==> src/rtl/muldiv_sequencer.sv <==
// muldiv_sequencer: iterative shift-add multiply / restoring divide, one bit per cycle
module muldiv_sequencer #(
  parameter int WIDTH = 16,
  parameter int OP_L  = 3,
  parameter int CNT_L = 5
) (
  input  logic             Clock,
  input  logic             Reset_n,
  input  logic             Flush,
  input  logic             IssueValid,
  output logic             IssueReady,
  input  logic [OP_L-1:0]  Opcode,
  input  logic [WIDTH-1:0] OperandA,
  input  logic [WIDTH-1:0] OperandB,
  input  logic [WIDTH-1:0] Immediate,
  output logic             ResultValid,
  input  logic             ResultReady,
  output logic [WIDTH-1:0] ResultLo,
  output logic [WIDTH-1:0] ResultHi,
  output logic             DivByZero,
  output logic             Illegal,
  output logic             Busy
);
  typedef enum logic [1:0] {IDLE, RUN, DONE} state_t;
  state_t state, state_n;
  logic [WIDTH-1:0] hi, lo, b, hi_n, lo_n, b_n, res_lo_n, res_hi_n, opb;
  logic [CNT_L-1:0] cnt, cnt_n;
  logic is_div, div_n, dbz_n, ill_n, op_mul, op_div, op_imm;
  logic [WIDTH:0] m_sum, d_sh, d_diff;
  logic d_ok;
  assign op_mul = Opcode == OP_L'(7) || Opcode == OP_L'(1);
  assign op_div = Opcode == OP_L'(0) || Opcode == OP_L'(2);
  assign op_imm = Opcode == OP_L'(1) || Opcode == OP_L'(2);
  assign opb = op_imm ? Immediate : OperandB;
  assign IssueReady = state == IDLE;
  assign ResultValid = state == DONE;
  assign Busy = state != IDLE;
  // multiply: hi accumulates, product low bits shift into lo behind the multiplier
  assign m_sum = {1'b0, hi} + {1'b0, lo[0] ? b : '0};
  // divide: hi is the remainder, lo the quotient; one extra bit covers the shifted remainder
  assign d_sh = {hi, lo[WIDTH-1]};
  assign d_diff = d_sh - {1'b0, b};
  assign d_ok = d_sh >= {1'b0, b};
  always_comb begin
    state_n = state;
    hi_n = hi;
    lo_n = lo;
    b_n = b;
    cnt_n = cnt;
    div_n = is_div;
    res_lo_n = ResultLo;
    res_hi_n = ResultHi;
    dbz_n = DivByZero;
    ill_n = 1'b0;
    if (Flush) state_n = IDLE;
    else if (state == IDLE) begin
      if (IssueValid && !(op_mul || op_div)) ill_n = 1'b1;
      else if (IssueValid) begin
        b_n = op_div ? opb : OperandA;
        lo_n = op_div ? OperandA : opb;
        hi_n = '0;
        cnt_n = CNT_L'(WIDTH);
        div_n = op_div;
        state_n = op_div && opb == '0 ? DONE : RUN;
        if (op_div && opb == '0) begin
          res_lo_n = '1;
          res_hi_n = OperandA;
          dbz_n = 1'b1;
        end
      end
    end else if (state == RUN) begin
      hi_n = is_div ? (d_ok ? d_diff[WIDTH-1:0] : d_sh[WIDTH-1:0]) : m_sum[WIDTH:1];
      lo_n = is_div ? {lo[WIDTH-2:0], d_ok} : {m_sum[0], lo[WIDTH-1:1]};
      cnt_n = cnt - 1'b1;
      if (cnt == CNT_L'(1)) begin
        state_n = DONE;
        res_lo_n = lo_n;
        res_hi_n = hi_n;
        dbz_n = 1'b0;
      end
    end else if (ResultReady) state_n = IDLE;
  end
  always_ff @(posedge Clock) begin
    if (!Reset_n) begin
      state <= IDLE;
      hi <= '0;
      lo <= '0;
      b <= '0;
      cnt <= '0;
      is_div <= 1'b0;
      ResultLo <= '0;
      ResultHi <= '0;
      DivByZero <= 1'b0;
      Illegal <= 1'b0;
    end else begin
      state <= state_n;
      hi <= hi_n;
      lo <= lo_n;
      b <= b_n;
      cnt <= cnt_n;
      is_div <= div_n;
      ResultLo <= res_lo_n;
      ResultHi <= res_hi_n;
      DivByZero <= dbz_n;
      Illegal <= ill_n;
    end
  end
endmodule

==> config.mk <==
export PLATFORM = sky130hd
export DESIGN_NAME = muldiv_sequencer
export DESIGN_NICKNAME = d
export VERILOG_FILES = /design/src/rtl/muldiv_sequencer.sv
export SDC_FILE = /design/constraint.sdc
export NUM_CORES = 1
export LEC_CHECK = 0
export ABC_AREA = 1
export CAP_MARGIN = 15
export CORE_ASPECT_RATIO = 1.4
export CORE_UTILIZATION = 25
export CTS_CLUSTER_DIAMETER = 40
export DETAILED_ROUTE_END_ITERATION = 7
export GPL_ROUTABILITY_DRIVEN = 0
export GPL_TIMING_DRIVEN = 0
export PLACE_DENSITY_LB_ADDON = 0.3
export SYNTH_ARGS = -nofsm -noshare
export SYNTH_HDL_FRONTEND = slang
export SYNTH_SLANG_ARGS = --single-unit
==> constraint.sdc <==
create_clock -name Clock -period 4.7 [get_ports Clock]
set_input_delay 0.705 -clock Clock [delete_from_list [all_inputs] [get_ports Clock]]
set_output_delay 0.705 -clock Clock [all_outputs]
set_load 0.005 [all_outputs]
==> metrics.cfg, run 1 <==
[final_layout]
nets = 1308
final_cell_area_um2 = 8310
final_cell_mix = nand2_1 (298), inv_1 (131), nor2_1 (117)
layout_commonest_cell = nand2_1
antenna_cells = 0
layout-drive-gt1-share = 0.0319
area_growth_pct = 24.1

[sta]
holdWs_ps = 469
fmax_ghz = 0.314
hold_viol = 0
post-route-period-util = 0.677
final.setup.tns_ps = 0
period_minus_slack_ps = 3180
worst_slew_pin_slew_ps = 754
slew_headroom = 0.497
rsz0062_at_grt = no
setup_viol = 0
slew_viol_final = 0
skew_ps = 12.2

[cts]
numCtsBuffers = 9
cts.sinks = 90
htreeDepth = 3
cts_resized = 0
holdBufCountCts = 0
cts_tree = built
clk_pin_slew_ps = 80
clk_latency_ps = 350
postCtsSetupBuffers = 0
max-clock-path-buffers = 2
root_buffer = clkbuf_16

[synth]
synth-edff-count = 0
syn_inst = 1114
synth_top_family_by_area = simple AND/OR/NAND/NOR gates
synthMuxAreaShare = 0
synth_xor_area_frac = 0.0118
ys_seq_elements = 90
ys_warn_count = 0
synth_nets = 1206
synthSimpleGateAreaFrac = 0.348
synthAdderAreaFrac = 0.0695
synth_area_leader_cell = dfxtp_1
synthDistinctLibCells = 37
synth.avg_cell_area_um2 = 6.01
synthFlopType = dfxtp_1
ys_seq_area_frac = 0.269
synth_compound_area_frac = 0.189
asyncSetResetFlopFracSynth = 0
netlist_top_cells_area = dfxtp_1 (27%), nand2_1 (17%), nand3_1 (7.5%)
synth_area_um2 = 6700
synth_top_area_share = 0.269

[global_route]
grt_pass1_wl_mm = 40.6
grt_max_degree = 18
groute.usage.overall = 0.195
antenna_found_initial = 0
overflow = 0
grt_pass1_vias = 7307

[critical_path]
path_cells = ha_1, nand2_1, nand2_1, a21oi_1, nor2_1, nor2_1, nand2_1, buf_2, nand3_1, nand3_1, nand2_1, nand2_1, nand2_1, a21oi_1
worstSetupEndpointType = flop
cp_slowest_cell = dfxtp_1
path_buf_inv = 1
r2r-start = hi[9]
worstPathRequired_ps = 4910
cp-startpoint = hi[9]
crit_type = flop to flop
cpMostUsedCell = nand2_1
critPathTopFamily = simple AND/OR/NAND/NOR gates
max_stage_delay_ps = 500
cp.arrival_ps = 3400
worst_setup_path_start_kind = flop
cp_max_fo = 10

[floorplanning]
core_um2 = 26200
row_count = 70
start_util = 0.256
pin_count = 93
die_width_um = 140
dieArea_um2 = 27400
dieHeight_um = 196

[route]
drt-total-wl_mm = 26.7
drtIter0Drc = 630
drt-vias-per-instance = 5.05
drc = 0
via_count = 7809
ant_nets = 0
post_drt_wl_per_cell_um = 17.3
dr.pass1.iters = 6

[place]
io_buffers = 91
dpl_cell_area_um2 = 8010
dp_hpwl_mm = 22.1

[worst_hold_path]
hold_start = ResultHi[8]
min_path_type = flop to flop

[pwr]
leakage_nw = 3.70
finalPower_w = 0.00244
p_per_area_nw_per_um2 = 294
irDropWorstVdd_v = 0.000201

[run_status]
status = completed

[run]
drv_cap = 0

-- final cells by class --
cell class | count | area [um2]
fill | 2879 | 17900
multi-input combinational | 836 | 4140
sequential | 90 | 1800
timing repair buffer | 91 | 911
inverter | 136 | 510
tap | 324 | 405
buffer | 52 | 243
clock buffer | 10 | 239
clock inverter | 6 | 56.3
-- report_power, final --
group	internal [W]	leakage (nW)	switching [W]
clock network	0.000386	0.144	0.000354
logic	0.000283	2.83	0.000571
registers	0.000806	0.733	0.0000395
-- routing by layer --
metal / up-vias / share of wire / GRT usage
met5: - / 0 / 0
met4: 0 / 0.068 / 0.138
met3: 85 / 0.058 / 0.0262
met2: 327 / 0.49 / 0.353
met1: 3530 / 0.38 / 0.207
li1: 3867 / - / -
-- path summary, 6_finish.rpt --
path / endpoint / cells past startpoint / slack, ps
hold / removal: ResultHi[8] / 2 / 470
hold reg to reg: ResultHi[8] / 2 / 470
setup / recovery: ResultHi[10] / 14 / 1520
setup reg to reg: ResultHi[10] / 14 / 1520
-- worst min-delay path, cell delays in order, from the launching register on --
cell and delay [ps]:
dfxtp_1 310, nand2_1 60, a21oi_1 50
-- synth_stat cells (2+ instances only) --
| library cell | n |
|---|---|
| o211ai_1 | 7 |
| o2111ai_1 | 12 |
| o21ai_1 | 8 |
| buf_4 | 3 |
| nand4_1 | 24 |
| a21oi_1 | 96 |
| nand3_1 | 100 |
| nand2_1 | 298 |
| ha_1 | 34 |
| o21ai_0 | 100 |
| buf_2 | 5 |
| o21a_1 | 2 |
| nor3_1 | 6 |
| xor2_1 | 8 |
| o21bai_1 | 4 |
| inv_1 | 131 |
| buf_6 | 4 |
| dfxtp_1 | 90 |
| nand3b_1 | 3 |
| a211oi_1 | 3 |
| inv_2 | 5 |
| clkbuf_1 | 39 |
| nor2_1 | 117 |
| fa_1 | 2 |
-- logic make-up (layout without fill, tap and decap cells) --
kind of cell               after synthesis  count (layout)
DFF                                     90              90
buffers and inverters                  188             295
and+or+nand+nor                        556             556
adders and majority gates               36              36
xor gates and xnor gates                 9               9
AOI/OAI and AO/OA                      235             235
-- per-stage QoR --
step | cells | util | setup WS [ps]
floorplan | 1114 | - | 2440
global placement | 1529 | 0.306 | 1360
detailed placement | 1529 | 0.306 | 1310
CTS | 1545 | 0.317 | 1590
global route | 1545 | 0.317 | 1370
finish | 1545 | 0.317 | 1520
-- state kept, by name, indices dropped and copies added (netlist names) --
name       count
DivByZero      1
Illegal        1
ResultHi      16
ResultLo      16
b             16
cnt            5
hi            16
is_div         1
lo            16
state          2
No activity file was read; power rests on OpenSTA's default activity.
==> inputs of run 2 (changes only) <==
clock period = 3.2 ns   (was 4.7 ns; I/O delays follow)
==> metrics.cfg, run 2 (same netlist as run 1, synthesis figures left out) <==
[sta]
finalWorstSetupSlack_ps = 255  ; -1260 ps
setup_viol = 0  ; unchanged
skew_ps = 13.6  ; +1.42 ps
hold_viol = 0  ; unchanged
rsz0062_at_grt = no
period_minus_slack_ps = 2950  ; -238 ps
worst_slew_pin_slew_ps = 757  ; +3.51 ps
fmax_ghz = 0.340  ; +8.1%
final.setup.tns_ps = 0  ; unchanged
slew_headroom = 0.495  ; -0.00234
slew_viol_final = 0  ; unchanged
post-route-period-util = 0.920  ; +0.243

[worst_hold_path]
min_path_type = flop to flop

[floorplanning]
core_um2 = 26200  ; unchanged
die_width_um = 140  ; unchanged
dieArea_um2 = 27400  ; unchanged
row_count = 70  ; unchanged
dieHeight_um = 196  ; unchanged
start_util = 0.256  ; unchanged
pin_count = 93  ; unchanged

[cts]
root_buffer = clkbuf_16
clk_pin_slew_ps = 80  ; about the same
cts_resized = 0  ; unchanged
htreeDepth = 3  ; unchanged
holdBufCountCts = 0  ; unchanged
cts.sinks = 90  ; unchanged
max-clock-path-buffers = 2  ; unchanged
clk_latency_ps = 350  ; about the same
postCtsSetupBuffers = 0  ; unchanged
cts_tree = built
numCtsBuffers = 9  ; unchanged

[final_layout]
layout-drive-gt1-share = 0.0344  ; +0.00246
area_growth_pct = 24.2  ; about the same
fillers = 2879  ; unchanged
utilization = 0.317  ; about the same
nets = 1308  ; unchanged
antenna_cells = 0  ; unchanged
layout_commonest_cell = nand2_1
final_cell_mix = nand2_1 (297), inv_1 (131), nor2_1 (116)
final_cell_area_um2 = 8310  ; about the same

[global_route]
overflow = 0  ; unchanged
grt_pass1_wl_mm = 40.6  ; unchanged
grt_pass1_vias = 7307  ; unchanged
grt_max_degree = 18  ; unchanged
antenna_found_initial = 0  ; unchanged
groute.usage.overall = 0.195  ; unchanged

[critical_path]
cp_max_fo = 10  ; unchanged
worstSetupEndpointType = flop
cp.arrival_ps = 3220  ; -180 ps
worstPathRequired_ps = 3480  ; -1430 ps
crit_type = flop to flop
worst_setup_path_start_kind = flop

[route]
via_count = 7746  ; -0.81%
drt-vias-per-instance = 5.01  ; -0.81%
drtIter0Drc = 548  ; -13%
ant_nets = 0  ; unchanged
post_drt_wl_per_cell_um = 17.3  ; about the same
dr.pass1.iters = 5  ; -1
drt-total-wl_mm = 26.7  ; about the same
drc = 0  ; unchanged

[run]
drv_cap = 0  ; unchanged

[pwr]
finalPower_w = 0.00358  ; +47%
p_per_area_nw_per_um2 = 431  ; +47%
leakage_nw = 3.71  ; about the same
irDropWorstVdd_v = 0.000296  ; +47%

[place]
dpl_cell_area_um2 = 8010  ; unchanged
io_buffers = 91  ; unchanged
dpl_worst_slack_ps = 38.8  ; -1280 ps
dp_hpwl_mm = 22.1  ; unchanged

[run_status]
status = completed

-- run 2: changes by cell type in the layout (fill, tap and decap cells not counted) --
cell,change
clkbuf_1,-1
clkbuf_2,+1
nand2_1,-1
nand2_2,+1
nor2_1,-1
nor2_2,+1
-- run 2: critical path, cell delays in order (launching register included) --
cell     delay, ps
dfxtp_1        330
inv_1           90
ha_1           400
nand2_1        140
nor2_1         160
nand3_1         90
nand3_1        140
nand2_1        220
nand2_2        250
buf_2          280
nand3_1        170
nand3_1        160
nand3_1        160
nor2_1         140
nor2_1          50
nor2_1         100
-- run 2: final timing paths --
path	startpoint	to	slack [ps]	cells past startpoint
max reg2reg	b[6]	ResultHi[12]	250	15
max	b[6]	ResultHi[12]	250	15
min	DivByZero	DivByZero	470	2
min reg2reg	DivByZero	DivByZero	470	2
-- run 2: layer usage --
layer  up-vias  GRT usage  part of all wire
met5         -          0                 0
met4         0      0.138             0.070
met3        85     0.0262             0.056
met2       308      0.353              0.49
met1      3490      0.207              0.38
li1       3863          -                 -
-- run 2: power by group --
group          internal [W]  total [W]  switching [W]
Sequential          0.00118    0.00124      0.0000585
Combinational      0.000418    0.00126       0.000839
Clock              0.000567    0.00108       0.000514
Total               0.00217    0.00358        0.00141
-- run 2: per-stage QoR --
step,cells,hold slack [ps]
after detailed placement,1529,459
final,1545,469
after floorplan,1114,444
after global routing,1545,490
after CTS,1545,471
after global placement,1529,455
-- run 2: layout make-up --
type,count,area (um2),share of cell area
Buffer,52,244,0.0293
Clock buffer,10,239,0.0287
Clock inverter,6,56.3,0.00677
Inverter,136,510,0.0614
Multi-Input combinational cell,836,4150,0.499
Sequential cell,90,1800,0.217
Tap cell,324,405,0.0488
Timing Repair Buffer,91,911,0.110
==> variant 1: new RTL, flow settings as in run 1 <==
Take the reset off `ResultHi` and load it in a clocked block of its own.
--- a/src/rtl/muldiv_sequencer.sv
+++ b/src/rtl/muldiv_sequencer.sv
@@ -89,7 +89,6 @@
       cnt <= '0;
       is_div <= 1'b0;
       ResultLo <= '0;
-      ResultHi <= '0;
       DivByZero <= 1'b0;
       Illegal <= 1'b0;
     end else begin
@@ -100,10 +99,13 @@
       cnt <= cnt_n;
       is_div <= div_n;
       ResultLo <= res_lo_n;
-      ResultHi <= res_hi_n;
       DivByZero <= dbz_n;
       Illegal <= ill_n;
     end
   end
+
+  always_ff @(posedge Clock) begin
+    ResultHi <= res_hi_n;
+  end
 endmodule
 
Check against the original RTL: not equivalent (Yosys sat finds a counterexample within 4 cycles, from zero or initial values and one cycle with Reset_n low).
==> variant 1 against run 1 <==
Final area decreased by 0.41%. Synthesized cell count decreased by 4.0%. Sequential share of layout area increased by 2.0 points. Critical path type is now reg2out. Wire length fell by 5.8%. Largest power group is now sequential cells. Highest routed layer unchanged. Worst setup slack worse by 380 ps. Synthesized area shrank 0.19%. Sequential cell count stayed put. Maximum frequency down 11%. Power decreased by 5.4%. Register-to-register slack lost 150 ps.
==> variant 1: results (changes against run 1) <==
finish:
  design.final.nets: 1263  # -3.4%
  post_route_cells_drive_above_1_share_pct: 4.252  # +1.1 points
  insertedDiodeCount: 0  # unchanged
  number_of_fill_cells_in_the_layout: 2872  # -0.24%
grt:
  first_pass_grt_wire_length_um: 38380  # -5.4%
  first_global_vias: 7083  # -3.1%
  globalRouteTotalUtil_pct: 18.46  # -1.0 points
  grt_max_degree: 26  # +8
  grt_antenna_before_repair: 0  # unchanged
power_and_ir_drop:
  leakagePower_nw: 3.745  # +1.1%
  vdd_ir_drop_max_mv: 0.1752  # -13%
clock_tree:
  path_clk_slew_ps: 60  # -20 ps
  clk_latency_worst_skew_pair_ps: 360
  cts_inserted_buffers: 9  # unchanged
  cts-htree-levels: 3  # unchanged
  cts_repair_resize_count: 0  # unchanged
  post-cts-setup-buffers: 0  # unchanged
  clockRootBuffer: "sky130_fd_sc_hd__clkbuf_16"
  clock_path_buffers: 2  # unchanged
sta:
  finalClockSkew_ps: 13.29  # +1.130 ps
  tightest_slew_ps: 825.4  # +71.54 ps
place:
  portBuffers: 91  # unchanged
  hpwlAfterDp_um: 20430  # -7.4%
  pre_cts_worst_setup_slack_ps: 1336  # +22.22 ps
synth:
  part_of_the_yosys_area_used_for_sequential_elements_pct: 29.36  # +2.4 points
  number_of_flops_mapped_to_enable_cells_by_yosys: 16  # +16
  synth.area.top_cells: "sky130_fd_sc_hd__dfxtp_1, sky130_fd_sc_hd__nand2_1, sky130_fd_sc_hd__a21oi_1, sky130_fd_sc_hd__inv_1, sky130_fd_sc_hd__edfxtp_1"
  synth_nets: 1161  # -3.7%
  synth_async_sr_flop_share_pct: 0  # unchanged
  top_cells_by_count_synth: "sky130_fd_sc_hd__nand2_1, sky130_fd_sc_hd__inv_1, sky130_fd_sc_hd__a21oi_1"
  synth.yosys.warnings: 0  # unchanged
  synth_cell_types: 42  # +14%
routing:
  drt-vias-per-instance: 4.867  # -3.7%
  drt_pass1_iterations: 5  # -1
  post_drt_wl_per_cell_um: 16.79  # -3.0%
  initialDrtViolationCount: 398  # -37%
setup_path:
  crit_arrival_ps: 2860  # -540 ps
  cpMaxStageDelayCell: "sky130_fd_sc_hd__clkdlybuf4s50_1"
  crit_family: "buffers and inverters"
  critical-path-max-stage-delay_ps: 610  # +110 ps
  highest_fanout_seen_on_the_critical_path: 10  # unchanged
status:
  status: "finished clean"
hold_path:
  timing.hold.worst.class: "reg2reg"
==> variant 1: cell count changes after synthesis, sizes merged, moves of 14 or more <==
cell / change
edfxtp: +16
nand4: -19
a21oi: +14
dfxtp: -16
nor2: -27
==> variant 1: final timing paths <==
check	startpoint	end	slack [ps]	cells past startpoint
worst max-delay path	state[1]	Busy	1130	6
worst max register to register	lo[0]	ResultHi[14]	1370	16
worst min register to register	cnt[1]	cnt[1]	470	2
worst min-delay path	cnt[1]	cnt[1]	470	2
==> variant 1: final cells by class <==
class                      instances  share of cell area (%)
sequential                        90                   23.71
buffer                            48                   2.737
clock inverter                     4                  0.3327
clock buffer                      12                   2.979
timing repair buffer              91                   11.01
tap                              324                   4.900
multi-input combinational        793                   48.00
inverter                         138                   6.322
==> variant 1: routing by layer <==
metal	GRT usage, %	vias to the layer above	part of all wire [%]
met5	0	-	0
met4	13.06	0	6.5
met3	2.281	72	4.3
met2	34.63	247	52
met1	18.77	3304	37
li1	-	3677	-
==> variant 1: cells by family (layout without fill, tap and decap cells) <==
family / after synthesis / in the layout / synth area share, %
AO/OA/AOI/OAI: 230 / 230 / 18.18
buffers and inverters: 186 / 293 / 11.21
flip-flops: 90 / 90 / 29.36
AND/OR/NAND/NOR: 515 / 515 / 32.71
adder cells (fa/ha/maj): 36 / 36 / 6.965
XOR/XNOR: 12 / 12 / 1.573
==> variant 1: through the flow <==
stage          cells  cell area [um^2]
6_report        1500              8273
2_1_floorplan   1069              6683
5_1_grt         1500              8273
3_3_place_gp    1484              7999
4_1_cts         1500              8273
3_5_place_dp    1484              7999
==> variant 1: where the power goes <==
group / total, mW / internal [mW] / switching, mW
clock network: 0.700 / 0.375 / 0.325
registers: 0.860 / 0.827 / 0.0328
logic: 0.747 / 0.263 / 0.484
total: 2.31 / 1.47 / 0.842
==> variant 2: new RTL, config.mk and constraints of run 1 <==
Without the edit above. Set the parameter `WIDTH` to 32 (it was 16).
--- a/src/rtl/muldiv_sequencer.sv
+++ b/src/rtl/muldiv_sequencer.sv
@@ -1,6 +1,6 @@
 // muldiv_sequencer: iterative shift-add multiply / restoring divide, one bit per cycle
 module muldiv_sequencer #(
-  parameter int WIDTH = 16,
+  parameter int WIDTH = 32,
   parameter int OP_L  = 3,
   parameter int CNT_L = 5
 ) (
Interface: changed (5 resized); port bits go from 93 to 173. The function was not compared with the original's and may differ.
==> variant 2 against run 1 <==
Cell count up 120%. Worst setup slack got worse by 1000 ps. Non-clock buffer count is 146 higher. Maximum frequency down 24%. Count of clock-buffer cells in the layout increased by 8. Synthesized area grew 110%. Power increased by 110%. Wire length rose to 2.6 times the old value. Sequential cell count is 80 higher. Sequential power rose by 88%. Final area increased by 110%. Critical path depth grew 2. Critical endpoint is now ResultHi[25]. Highest routed layer unchanged.
==> variant 2: results (changes against run 1) <==
routing:
  initialDrtViolationCount: 1244  # +97%
  drt_pass1_iterations: 5  # -1
  drt-vias-per-instance: 5.015  # -0.77%
clock_tree:
  clk_latency_worst_skew_pair_ps: 470  # +120 ps
  cts-htree-levels: 4  # +1
  cts_inserted_buffers: 17  # +8
grt:
  grt_antenna_before_repair: 2  # +2
  globalRouteTotalUtil_pct: 24.94  # +5.5 points
  first_global_vias: 16940  # +130%
  first_pass_grt_wire_length_um: 104300  # +160%
setup_path:
  crit_arrival_ps: 4590  # +1190 ps
  critical-path-max-stage-delay_ps: 800  # +300 ps
  cpMaxStageDelayCell: "sky130_fd_sc_hd__o21ai_0"
  worst_r2r_path_depth: 16  # +2
place:
  placed_cell_area_mm2: 0.01658  # +110%
  portBuffers: 172  # +89%
  cell_count_after_placement: 3336  # +120%
  hpwlAfterDp_um: 58500  # +170%
finish:
  number_of_fill_cells_in_the_layout: 6314  # +120%
  instances_no_fill: 3370  # +120%
  post_route_cells_drive_above_1_share_pct: 2.917  # -0.28 points
  design.final.nets: 2799  # +110%
synth:
  part_of_the_yosys_area_used_for_sequential_elements_pct: 24.40  # -2.5 points
  top_cells_by_count_synth: "sky130_fd_sc_hd__nand2_1, sky130_fd_sc_hd__inv_1, sky130_fd_sc_hd__nor2_1"
  synth.area.top_cells: "sky130_fd_sc_hd__dfxtp_1, sky130_fd_sc_hd__nand2_1, sky130_fd_sc_hd__inv_1, sky130_fd_sc_hd__nor2_1, sky130_fd_sc_hd__nand3_1"
  mean_syn_cell_area_um2: 5.726  # -4.7%
  synth_nets: 2608  # +120%
  synth_cell_types: 39  # +5.4%
status:
  status: "finished clean"
power_and_ir_drop:
  leakagePower_nw: 7.945  # +110%
  vdd_ir_drop_max_mv: 0.2681  # +34%
sta:
  finalClockSkew_ps: 14.24  # +2.081 ps
  tightest_slew_ps: 1066  # +312.1 ps
variant 2: changes by cell type in the layout (fill, tap and decap cells not counted), sizes merged, moves of 32 or more:
cell / change
nand2: +411
nor2: +191
inv: +188
nand3: +98
o21ai: +93
clkdlybuf4s50: +81
dfxtp: +80
a21oi: +79
clkbuf: +48
nand4: +35
ha: +32
variant 2: worst max-delay path, delay by kind of cell (launching register included):
kind	cells	cell delay, ps
buffers and inverters	3	990
adder cells (fa/ha/maj)	1	280
AO/OA/AOI/OAI	3	1400
flip-flops	1	310
AND/OR/NAND/NOR	9	1140
variant 2: layout make-up:
type                       instances  area, um^2  area share, %
clock inverter                    14       148.9         0.8670
multi-input combinational       1829        8795          51.21
buffer                           117       549.3          3.198
timing repair buffer             172        1722          10.02
inverter                         320        1201          6.994
tap                              728       910.9          5.304
sequential                       170        3403          19.82
antenna                            2       5.005        0.02914
clock buffer                      18       439.2          2.557
variant 2: final timing paths:
check,start,to,slack [ps]
max,lo[0],ResultHi[25],490
min,cnt[1],cnt[1],460
max reg2reg,lo[0],ResultHi[25],490
min reg2reg,cnt[1],cnt[1],460
variant 2: cells by family after synthesis:
family / synth area share (%)
simple gates: 39.24
buf+inv: 12.55
compound gates: 16.47
flops: 24.40
fa+ha+maj: 6.207
xor+xnor: 1.130
variant 2: report_power, final:
| group | leakage [nW] | switching [mW] | internal, mW |
|---|---|---|---|
| logic | 6.27 | 1.35 | 0.603 |
| registers | 1.38 | 0.0743 | 1.52 |
| clock network | 0.290 | 0.711 | 0.768 |
variant 2: layer usage:
layer | track usage [%] | wire [um]
met5 | 0 | 0
met4 | 22.98 | 7075
met3 | 3.930 | 3977
met2 | 45.31 | 34920
met1 | 24.29 | 24680
variant 2: stage by stage:
stage          power (mW)  hold WS, ps  worst slack (ps)  util (%)
5_1_grt             5.275        509.1             199.3     31.08
3_3_place_gp        3.512        452.4             574.8     30.01
6_report            5.022        462.9             489.0     31.08
2_1_floorplan       2.803        439.8              2173         -
4_1_cts             4.981        467.6             672.5     31.07
3_5_place_dp        3.516        457.5             559.6     30.01
